`src/rtl/qam16_pkg.sv`:
```
// ============================================================================
// Module      : qam16_pkg
// Description : Shared QAM16 constants, Gray level map and symbol slicer.
// Revision    : 1.0 - initial release
// ============================================================================
`default_nettype none

package qam16_pkg;

    localparam int SPS_DEFAULT = 4;

    typedef logic signed [3:0] sample_t;

    localparam sample_t LVL_M3 = -4'sd3;
    localparam sample_t LVL_M1 = -4'sd1;
    localparam sample_t LVL_P1 = 4'sd1;
    localparam sample_t LVL_P3 = 4'sd3;

    // Gray ordering along each rail: adjacent levels differ in one bit.
    typedef enum logic [1:0] {
        GRAY_M3 = 2'b00,
        GRAY_M1 = 2'b01,
        GRAY_P1 = 2'b11,
        GRAY_P3 = 2'b10
    } gray_sym_t;

    function automatic int acc_width(input int sps);
        return $clog2(3 * sps + 1) + 1;
    endfunction

    function automatic sample_t gray_map(input logic [1:0] bits);
        sample_t lvl;
        lvl = LVL_M3;
        case (bits)
            GRAY_M3: lvl = LVL_M3;
            GRAY_M1: lvl = LVL_M1;
            GRAY_P1: lvl = LVL_P1;
            GRAY_P3: lvl = LVL_P3;
            default: lvl = LVL_M3;
        endcase
        return lvl;
    endfunction

    // Decision thresholds sit midway between the integrated levels (+/-2*SPS and 0).
    function automatic logic [1:0] slice(input int sum, input int sps);
        logic [1:0] bits;
        if (sum >= 2 * sps) begin
            bits = GRAY_P3;
        end else if (sum >= 0) begin
            bits = GRAY_P1;
        end else if (sum >= -2 * sps) begin
            bits = GRAY_M1;
        end else begin
            bits = GRAY_M3;
        end
        return bits;
    endfunction

endpackage

`default_nettype wire

```
`src/rtl/qam16_demod.sv`:
```
// ============================================================================
// Module      : qam16_demod
// Description : Integrate-and-dump QAM16 demodulator for both rails with slicer.
// Revision    : 1.0 - initial release
// ============================================================================
`default_nettype none

module qam16_demod
    import qam16_pkg::*;
#(
    parameter int SPS = SPS_DEFAULT
) (
    input  logic                       clk,
    input  logic                       reset,
    input  logic [$clog2(SPS)-1:0]     phase,
    input  logic signed [3:0]          i_sample,
    input  logic signed [3:0]          q_sample,
    output logic [3:0]                 og_data
);

    localparam int                  PW         = $clog2(SPS);
    localparam int                  ACC_W      = acc_width(SPS);
    localparam logic [PW-1:0]       PHASE_LAST = PW'(SPS - 1);

    logic [PW-1:0]           r_rx_phase;
    logic signed [ACC_W-1:0] r_acc_i;
    logic signed [ACC_W-1:0] r_acc_q;
    logic [3:0]              r_og_data;

    logic signed [ACC_W-1:0] w_samp_i;
    logic signed [ACC_W-1:0] w_samp_q;
    logic signed [ACC_W-1:0] w_sum_i;
    logic signed [ACC_W-1:0] w_sum_q;
    logic [1:0]              w_slice_i;
    logic [1:0]              w_slice_q;

    assign w_samp_i  = ACC_W'(i_sample);
    assign w_samp_q  = ACC_W'(q_sample);
    assign w_sum_i   = r_acc_i + w_samp_i;
    assign w_sum_q   = r_acc_q + w_samp_q;
    assign w_slice_i = slice(int'(w_sum_i), SPS);
    assign w_slice_q = slice(int'(w_sum_q), SPS);

    // Samples lag the TX phase by one clock, so the delayed phase indexes them.
    always_ff @(posedge clk or posedge reset) begin
        if (reset) begin
            r_rx_phase <= '0;
            r_acc_i    <= '0;
            r_acc_q    <= '0;
            r_og_data  <= '0;
        end else begin
            r_rx_phase <= phase;
            if (r_rx_phase == '0) begin
                r_acc_i <= w_samp_i;
                r_acc_q <= w_samp_q;
            end else begin
                r_acc_i <= w_sum_i;
                r_acc_q <= w_sum_q;
            end
            if (r_rx_phase == PHASE_LAST) begin
                r_og_data <= {w_slice_i, w_slice_q};
            end
        end
    end

    assign og_data = r_og_data;

endmodule

`default_nettype wire

```
`src/rtl/top_rx.sv`:
```
// ============================================================================
// Module      : top_rx
// Description : QAM16 loopback: symbol counter, Gray mapper, upsampler, demod.
// Revision    : 1.0 - initial release
// ============================================================================
`default_nettype none

module top_rx
    import qam16_pkg::*;
#(
    parameter int SPS = SPS_DEFAULT
) (
    input  logic              clk,
    input  logic              reset,
    output logic [3:0]        counter_v,
    output logic signed [3:0] i_up_v,
    output logic signed [3:0] q_up_v,
    output logic [3:0]        og_data
);

    localparam int            PW         = $clog2(SPS);
    localparam logic [PW-1:0] PHASE_LAST = PW'(SPS - 1);

    logic [PW-1:0] r_phase;
    logic [3:0]    r_counter;
    sample_t       r_i_up;
    sample_t       r_q_up;

    // Holding the mapper output every clock is what performs the rectangular upsampling.
    always_ff @(posedge clk or posedge reset) begin
        if (reset) begin
            r_phase   <= '0;
            r_counter <= '0;
            r_i_up    <= '0;
            r_q_up    <= '0;
        end else begin
            if (r_phase == PHASE_LAST) begin
                r_phase   <= '0;
                r_counter <= r_counter + 4'd1;
            end else begin
                r_phase   <= r_phase + PW'(1);
            end
            r_i_up <= gray_map(r_counter[3:2]);
            r_q_up <= gray_map(r_counter[1:0]);
        end
    end

    qam16_demod #(
        .SPS (SPS)
    ) u_demod (
        .clk      (clk),
        .reset    (reset),
        .phase    (r_phase),
        .i_sample (r_i_up),
        .q_sample (r_q_up),
        .og_data  (og_data)
    );

    assign counter_v = r_counter;
    assign i_up_v    = r_i_up;
    assign q_up_v    = r_q_up;

endmodule

`default_nettype wire

```
`config.mk`:
```
export PLATFORM = sky130hd
export DESIGN_NAME = top_rx
export DESIGN_NICKNAME = d
export VERILOG_FILES = /design/src/rtl/qam16_pkg.sv /design/src/rtl/qam16_demod.sv /design/src/rtl/top_rx.sv
export SDC_FILE = /design/constraint.sdc
export NUM_CORES = 1
export LEC_CHECK = 0
export CORE_MARGIN = 5
export CORE_UTILIZATION = 50
export CTS_CLUSTER_DIAMETER = 150
export DETAILED_ROUTE_END_ITERATION = 8
export DONT_BUFFER_PORTS = 1
export PLACE_DENSITY = 0.75
export SETUP_SLACK_MARGIN = 0.3
export SLEW_MARGIN = 20
export SYNTH_ARGS = -nofsm -noshare
export SYNTH_HDL_FRONTEND = slang
export SYNTH_SLANG_ARGS = --single-unit
```
`constraint.sdc`:
```
create_clock -name clk -period 4.5 [get_ports clk]
set_input_delay 1.35 -clock clk [delete_from_list [all_inputs] [get_ports clk]]
set_output_delay 1.35 -clock clk [all_outputs]
set_load 0.01 [all_outputs]
```
==> flow_summary.ini <==
[place]
hpwl_um = 1580
port_buffers = 0
gp_congestion = 0.762
dp_slack_ns = 2.19

[worst_hold_path]
hold_path_class = flip-flop to flip-flop
hold_start = r_phase[1]
holdPathEnd = u_demod.r_rx_phase[1]
hold_depth = 0

[synth]
synth_most_common_cell = dfrtp_1
ys_top_cells_by_count = dfrtp_1 (27), ha_1 (14), nand2_1 (14)
yosys_warnings = 0
synth_seq_cells = 27
async_reset_ff_frac = 1.00
syn-instance-count = 119
synth_top_area_cell = dfrtp_1
yosysSeqAreaShare = 0.492
syn_avg_cell_area_sq_um = 11.5
synth.area.top_cells = dfrtp_1 (49%), ha_1 (13%), nand2_1 (3.8%), xnor2_1 (3.8%), xnor3_1 (3.3%)
synth_ff_type = dfrtp_1
synth_edf_count = 0
syn_area_sq_um = 1370
synth_fp_nets = 137
synth_top_area_frac = 0.492
synth.distinct_cells = 22

[worst_setup_path]
end_kind = output pin
r2r-start = q_up_v[0]
worstPathArrival_ns = 0.97
worst-setup-path-type = flip-flop to output pin
r2r_cells = 8
critPathRequiredTime_ns = 3.15
reg2reg_to = u_demod.og_data[1]
r2r_slack_ns = 2.19
startpoint_type = flip-flop
cp_max_fo = 8

[die]
die_x_um = 62.4
die-area_sq_um = 3900
pin_count = 18
die_y_um = 62.4
design.core.area_sq_um = 2690
fp-row-count = 19
start_util = 0.511

[power]
p_total_uw = 456
power_leakage_nw = 0.718
powerDensity_nw_per_um2 = 316
ir_worst_vdd_mv = 0.216

[grt]
grt_usage = 0.125
grt_pass1_vias = 894
antenna_found_initial = 0
grt_max_degree = 28
globalRouteOverflowTotal = 0
grt_pass1_wl_um = 4000

[drt]
vias = 759
viasPerCell = 5.03
wl_per_cell_um = 14.0
drt_first_pass_iters = 4
ant_nets = 0
first_iter_violations = 14
drc_errors = 0
wirelength_um = 2110

[clock_network]
holdBufCountCts = 0
htree_levels = 1
postCtsResizedCells = 0
clockRootBuffer = clkbuf_4
clkTransAtPathRegs_ns = 0.15
cts_tree = built
cts.sinks = 27
cts_buffers = 3
clk_latency_ns = 0.33
cts_buffer_depth = 2
postCtsSetupBuffers = 0

[layout]
antenna_cells = 0
nNetsFinal = 139
syn_to_final_growth_pct = 4.92
fin_util = 0.537
drive_above_1_share = 0.133

[outcome]
status = finished clean

[timing]
slew_violations = 0
skew_ns = 0.0137
rsz0062_at_grt = false
finalSetupTns_ns = 0
fin_ws_ns = 2.18
setup_viol = 0
fmax_mhz = 431
finalHoldViolCount = 0
fin_crit_sh = 0.516
period_needed_ns = 2.32

[job]
cap_violations = 0
## cell families (layout without fill, tap and decap cells)
family	Yosys count	after routing	share of synthesized area
flip-flops	27	27	0.492
other	1	1	0.00273
adder cells (fa/ha/maj)	16	16	0.157
buffers and inverters	15	16	0.0492
XOR/XNOR	15	15	0.127
multiplexers	2	2	0.0164
AO/OA/AOI/OAI	15	15	0.0692
AND/OR/NAND/NOR	28	28	0.0874
## through the flow
step | cells | hold WS (ns) | instance area [sq um]
detailed placement | 146 | 0.372 | 1390
finish | 151 | 0.399 | 1440
CTS | 150 | 0.404 | 1410
global route | 151 | 0.422 | 1440
global placement | 146 | 0.365 | 1390
floorplan | 119 | 0.357 | 1370
## state kept, by name, indices dropped and copies added (netlist names)
register and flops:
q_up_v 3, r_phase 2, i_up_v 2, counter_v 4, u_demod.r_acc_i 5, u_demod.r_rx_phase 2, u_demod.r_acc_q 5, u_demod.og_data 4
## worst max path at each step
| stage | end | slack (ns) | startpoint | cells after the start |
|---|---|---|---|---|
| final | i_up_v[2] | 2.18 | i_up_v[2] | 0 |
| after global routing | u_demod.og_data[1] | 2.00 | q_up_v[0] | 8 |
| after CTS | u_demod.og_data[1] | 2.14 | q_up_v[0] | 8 |
| after detailed placement | u_demod.og_data[1] | 2.19 | q_up_v[0] | 8 |
| after global placement | u_demod.og_data[1] | 2.26 | q_up_v[0] | 8 |
| after floorplan | u_demod.og_data[1] | 2.47 | q_up_v[0] | 8 |
## area by class of cell
type	instances	area [sq um]
clock inverters	1	5.00
multi-input cells	77	631
repair buffers	1	27.5
inverters	11	41.3
clock buffers	3	22.5
fillers	233	1240
flip-flops and latches	27	676
well taps	31	38.8
## routing by layer
| metal | global-route usage | vias to the layer above | wire (um) |
|---|---|---|---|
| li1 | - | 377 | - |
| met1 | 0.163 | 371 | 942 |
| met2 | 0.202 | 9 | 1070 |
| met3 | 0.0306 | 2 | 83 |
| met4 | 0.0477 | 0 | 13 |
| met5 | 0 | - | 0 |
## cell usage in the layout, fill, tap and decap left out, types with 3 or more instances in the layout
cell	count
or2_2	3
dfrtp_1	27
o21ai_0	5
inv_1	10
xor2_1	5
clkbuf_4	3
ha_1	14
a21oi_2	4
nand2_1	14
xnor2_1	6
nor2_1	8
## power breakdown
part           internal, mW  switching (mW)  total (mW)
combinational        0.0393          0.0410      0.0803
clock                0.0334          0.0728       0.106
sequential            0.259          0.0105       0.269
Note: power is estimated with default switching activity, not from simulation.
